## config.mk

```make
export PLATFORM = sky130hd
export DESIGN_NAME = mem_port_arbiter
export DESIGN_NICKNAME = d
export VERILOG_FILES = /design/src/rtl/mem_port_arbiter.sv
export SDC_FILE = /design/constraint.sdc
export NUM_CORES = 1
export LEC_CHECK = 0
export ABC_CLOCK_PERIOD_IN_PS = 1600
export CORE_AREA = 2 2 119 121
export CTS_BUF_LIST = sky130_fd_sc_hd__clkbuf_8
export DETAILED_ROUTE_END_ITERATION = 8
export DIE_AREA = 0 0 121 123
export HOLD_SLACK_MARGIN = 0.1
export PLACE_DENSITY_LB_ADDON = 0.05
export SETUP_SLACK_MARGIN = 0.02
export SKIP_CTS_REPAIR_TIMING = 1
export SYNTH_ARGS = -nofsm -noshare
export SYNTH_HDL_FRONTEND = slang
export SYNTH_SLANG_ARGS = --single-unit
export TNS_END_PERCENT = 1
```

## constraint.sdc

```tcl
create_clock -name clk -period 1.6 [get_ports clk]
set_input_delay 0.32 -clock clk [delete_from_list [all_inputs] [get_ports clk]]
set_output_delay 0.32 -clock clk [all_outputs]
set_load 0.02 [all_outputs]
```

## src/rtl/mem_port_arbiter.sv

```systemverilog
// Arbiter sharing one synchronous memory port between the CPU path (m0) and
// the loader/debug path (m1): fixed priority to m0 with bounded starvation of m1.
module mem_port_arbiter #(
  parameter int unsigned ADDR_WIDTH   = 32,
  parameter int unsigned DATA_WIDTH   = 32,
  parameter int unsigned STARVE_LIMIT = 4
) (
  input  logic                  clk,
  input  logic                  reset_n,

  input  logic                  m0_req,
  input  logic                  m0_we,
  input  logic [ADDR_WIDTH-1:0] m0_addr,
  input  logic [DATA_WIDTH-1:0] m0_wdata,
  input  logic [3:0]            m0_wstrb,
  output logic                  m0_gnt,
  output logic                  m0_rvalid,
  output logic [DATA_WIDTH-1:0] m0_rdata,

  input  logic                  m1_req,
  input  logic                  m1_we,
  input  logic [ADDR_WIDTH-1:0] m1_addr,
  input  logic [DATA_WIDTH-1:0] m1_wdata,
  input  logic [3:0]            m1_wstrb,
  output logic                  m1_gnt,
  output logic                  m1_rvalid,
  output logic [DATA_WIDTH-1:0] m1_rdata,

  output logic                  mem_en,
  output logic [3:0]            mem_we,
  output logic [ADDR_WIDTH-3:0] mem_addr,
  output logic [DATA_WIDTH-1:0] mem_wdata,
  input  logic [DATA_WIDTH-1:0] mem_rdata
);

  localparam int unsigned CNT_W = 4;
  localparam logic [CNT_W-1:0] LIMIT = CNT_W'(STARVE_LIMIT);

  typedef enum logic {
    IDLE  = 1'b0,
    RDATA = 1'b1
  } state_e;

  state_e             state_q, state_d;
  logic               owner_q, owner_d;
  logic [CNT_W-1:0]   starve_q, starve_d;
  logic               m0_win, m1_win;

  // Byte offset within a word never reaches the memory.
  logic unused_addr_lsbs;
  assign unused_addr_lsbs = ^{m0_addr[1:0], m1_addr[1:0]};

  always_ff @(posedge clk or negedge reset_n) begin
    if (!reset_n) begin
      state_q  <= IDLE;
      owner_q  <= 1'b0;
      starve_q <= '0;
    end else begin
      state_q  <= state_d;
      owner_q  <= owner_d;
      starve_q <= starve_d;
    end
  end

  // Winner selection, grant/memory drive and read-data return.
  always_comb begin
    state_d   = state_q;
    owner_d   = owner_q;
    starve_d  = starve_q;
    m0_gnt    = 1'b0;
    m0_rvalid = 1'b0;
    m0_rdata  = '0;
    m1_gnt    = 1'b0;
    m1_rvalid = 1'b0;
    m1_rdata  = '0;
    mem_en    = 1'b0;
    mem_we    = '0;
    mem_addr  = '0;
    mem_wdata = '0;

    m1_win = m1_req && (!m0_req || (starve_q == LIMIT));
    m0_win = m0_req && !m1_win;

    // Outputs are held at zero for as long as reset is asserted.
    if (!reset_n) begin
      state_d = IDLE;
    end else if (state_q == RDATA) begin
      if (owner_q) begin
        m1_rvalid = 1'b1;
        m1_rdata  = mem_rdata;
      end else begin
        m0_rvalid = 1'b1;
        m0_rdata  = mem_rdata;
      end
      state_d = IDLE;
    end else begin
      if (m1_win) begin
        m1_gnt    = 1'b1;
        mem_en    = 1'b1;
        mem_we    = m1_we ? m1_wstrb : 4'b0000;
        mem_addr  = m1_addr[ADDR_WIDTH-1:2];
        mem_wdata = m1_wdata;
        if (!m1_we) begin
          state_d = RDATA;
          owner_d = 1'b1;
        end
      end else if (m0_win) begin
        m0_gnt    = 1'b1;
        mem_en    = 1'b1;
        mem_we    = m0_we ? m0_wstrb : 4'b0000;
        mem_addr  = m0_addr[ADDR_WIDTH-1:2];
        mem_wdata = m0_wdata;
        if (!m0_we) begin
          state_d = RDATA;
          owner_d = 1'b0;
        end
      end

      if (m0_win && m1_req) begin
        starve_d = (starve_q == LIMIT) ? starve_q : CNT_W'(starve_q + 4'd1);
      end else begin
        starve_d = '0;
      end
    end
  end

endmodule

```

==> impl_metrics.csv <==
group,metric,value,unit
status,status,"finished with violations",
status,violations,"setup timing",
clocking,cts_made_buffers,3,
synthesis,syn-cell-area,1872,sq um
grt,antenna_found_initial,0,
floorplanning,initial_core_util,0.1375,
synthesis,netlist_instances,342,
grt,grt_usage,0.1492,
drt,detail_route.wl_per_cell,15.45,microns
sta,period_share,1.378,
run,cap_violations,0,
grt,grt_max_degree,44,
finish,finalNonFillerCells,834,
finish,n_antenna_cell,0,
sta,setup_tns,-45.62,ns
setup_path,required,1.28,ns
hold_path,hold_class,"reg -> reg",
sta,hold_violations,0,
finish,final_nets,832,
power_and_ir_drop,p_seq_frac,0.095,
power_and_ir_drop,ir_worst_vdd,0.1643,mV
place,place.gp.congestion,0.7625,
finish,utilization,0.3762,
setup_path,end_kind,"output port",
sta,hold-worst-slack,0.5789,ns
finish,finalInstanceArea,5121,sq um
clocking,cts_buffer_depth,2,
synthesis,synthDistinctLibCells,27,
sta,tightest_slew,0.3087,ns
synthesis,yosysSeqAreaShare,0.08021,
grt,grt_pass1_vias,3310,
grt,overflow,0,
power_and_ir_drop,powerDensity,361.2,nW/um^2
floorplanning,fp.dieW,121,microns
floorplanning,die_area,14880,sq um
finish,synthToLayoutAreaGrowth,173.6,%
floorplanning,ios,309,
clocking,clk_pin_slew,0.04,ns
place,hpwlAfterDp,10360,microns
finish,final_layout_size_suffix_gt1_frac,0.2966,
setup_path,critPathArrivalTime,1.89,ns
floorplanning,core,13610,sq um
drt,vias,3523,
drt,drc,0,
sta,max_freq,0.4535,GHz
sta,slew_headroom,0.7935,
power_and_ir_drop,power.total,1.850,mW
power_and_ir_drop,switching_share,0.4016,
power_and_ir_drop,p_sw,0.7430,mW
floorplanning,fp.dieH,123,microns
synthesis,synth_warnings,0,
clocking,clk_latency,0.23,ns
sta,setup_slack,-0.6052,ns
drt,detail-route-antenna-nets,0,
place,dp_cells,825,
floorplanning,row_count,43,
synthesis,ys_ff_latch,6,
clocking,cts_tree,"done",
sta,drv_slew,0,
power_and_ir_drop,pwr-share-comb,0.774,
power_and_ir_drop,leakage,2.418,nW
setup_path,cp-start-kind,"flip-flop",
drt,postRouteWirelength,12890,microns
sta,finClkSkew,0.0007083,ns
synthesis,synth_nets,518,
grt,grt_pass1_wl,17520,microns
power_and_ir_drop,intPower,1.107,mW
sta,rsz0062_at_grt,"true",
sta,setup_viol,133,
synthesis,syn_avg_cell_area,5.473,sq um
sta,period_needed,2.205,ns
setup_path,cp_max_fo,11,
power_and_ir_drop,p_clk_frac,0.131,
place,io_buffers,304,
setup_path,crit_type,"reg -> out",
place,place_area,5344,sq um
drt,avgViaCountPerCell,4.224,
place,pre_cts_ws,-0.9908,ns
drt,dr.first_iter.drc_count,101,
clocking,cts.root.buffer_cell,"clkbuf_8",
clocking,clkSinkCount,6,
drt,dr.pass1.iters,4,
finish,nFillCells,1505,
clocking,ctsHtreeMaxLevel,1,
## layout by cell type, fill, tap and decap left out, types with 2 or more instances in the layout
cell and n:
clkdlybuf4s50_1 167, nand2_1 132, buf_2 70, and2_1 64
o22ai_1 62, buf_4 49, buf_6 29, clkbuf_2 14
buf_12 9, o22ai_2 6, nand3_1 6, dfrtp_1 6
inv_1 3, nor2_1 3, clkbuf_8 3, dlymetal6s2s_1 3
and3_4 2, nand2b_1 2, nor3_1 2
## synth_stat cells
library cell  count  area share
inv_1             4      0.0080
nor3b_1           1      0.0040
clkbuf_1         16       0.032
and3b_1           1      0.0047
o21ai_2           1      0.0047
nor2b_1           1      0.0033
mux2i_1           1      0.0053
buf_2            15       0.040
o2bb2ai_1         1      0.0047
nor2_1            3      0.0060
nor3_1            2      0.0053
nand4b_1          1      0.0047
and2_1           64        0.21
dfrtp_1           6       0.080
and3_1            3       0.010
or2_2             1      0.0033
buf_4             4       0.016
o21ai_0           2      0.0053
nand2b_1          2      0.0067
o31ai_1           1      0.0040
or3_1             1      0.0033
o31a_1            1      0.0047
nand3_1           6       0.016
o22ai_1          68        0.23
nand2_1         133        0.27
mux2_1            1      0.0060
ha_1              2       0.013
## path summary, 6_finish.rpt
| kind | slack, ns | to | cells after the start | start |
|---|---|---|---|---|
| worst max-delay path | -0.61 | mem_addr[25] | 8 | starve_q[1] |
| worst min-delay path | 0.58 | starve_q[0] | 2 | starve_q[0] |
| worst max register to register | -0.07 | state_q | 6 | starve_q[0] |
| worst min register to register | 0.58 | starve_q[0] | 2 | starve_q[0] |
| max in group asynchronous | 0.70 | starve_q[0] | 3 | reset_n |
| min in group asynchronous | 0.67 | starve_q[2] | 3 | reset_n |
## critical path, stage by stage (launching register included)
cell and delay (ns):
dfrtp_1 0.38, inv_2 0.06, ha_2 0.17, and3b_2 0.23, o21ai_4 0.10, buf_6 0.15
clkbuf_16 0.16, o22ai_1 0.19, buf_2 0.19
## sequential cells by signal, indices dropped and copies added (netlist names)
name,cells
owner_q,1
starve_q,4
state_q,1
## layout make-up
cell class	count	area [sq um]	area share
Multi-Input combinational cell	297	1623	0.3169
Sequential cell	6	150.1	0.02932
Clock buffer	3	41.29	0.008063
Inverter	4	15.01	0.002932
Timing Repair Buffer	344	3067	0.5988
Tap cell	180	225.2	0.04398
## logic make-up after synthesis
| group | after synthesis | share of synthesized area |
|---|---|---|
| AOI/OAI and AO/OA | 74 | 0.2507 |
| buffers and inverters | 39 | 0.09626 |
| DFF | 6 | 0.08021 |
| adders and majority gates | 2 | 0.01337 |
| muxes | 2 | 0.01136 |
| and+or+nand+nor | 219 | 0.5481 |
## power groups by stage
stage	Clock, mW	Sequential (mW)	Combinational, mW
6_report	0.243	0.175	1.43
5_1_grt	0.252	0.178	1.54
4_1_cts	0.251	0.174	1.50
3_5_place_dp	0	0.176	1.49
3_3_place_gp	0	0.175	1.49
2_1_floorplan	0	0.176	0.574
## metal layers
metal / routed length (microns) / global-route usage / vias up / part of all wire
met5: 0 / 0 / - / 0
met4: 168 / 0.02907 / 0 / 0.013
met3: 1362 / 0.04520 / 9 / 0.11
met2: 6915 / 0.3034 / 193 / 0.54
met1: 4437 / 0.1478 / 1538 / 0.34
li1: - / - / 1783 / -
Power figures use the tool's default switching activity.
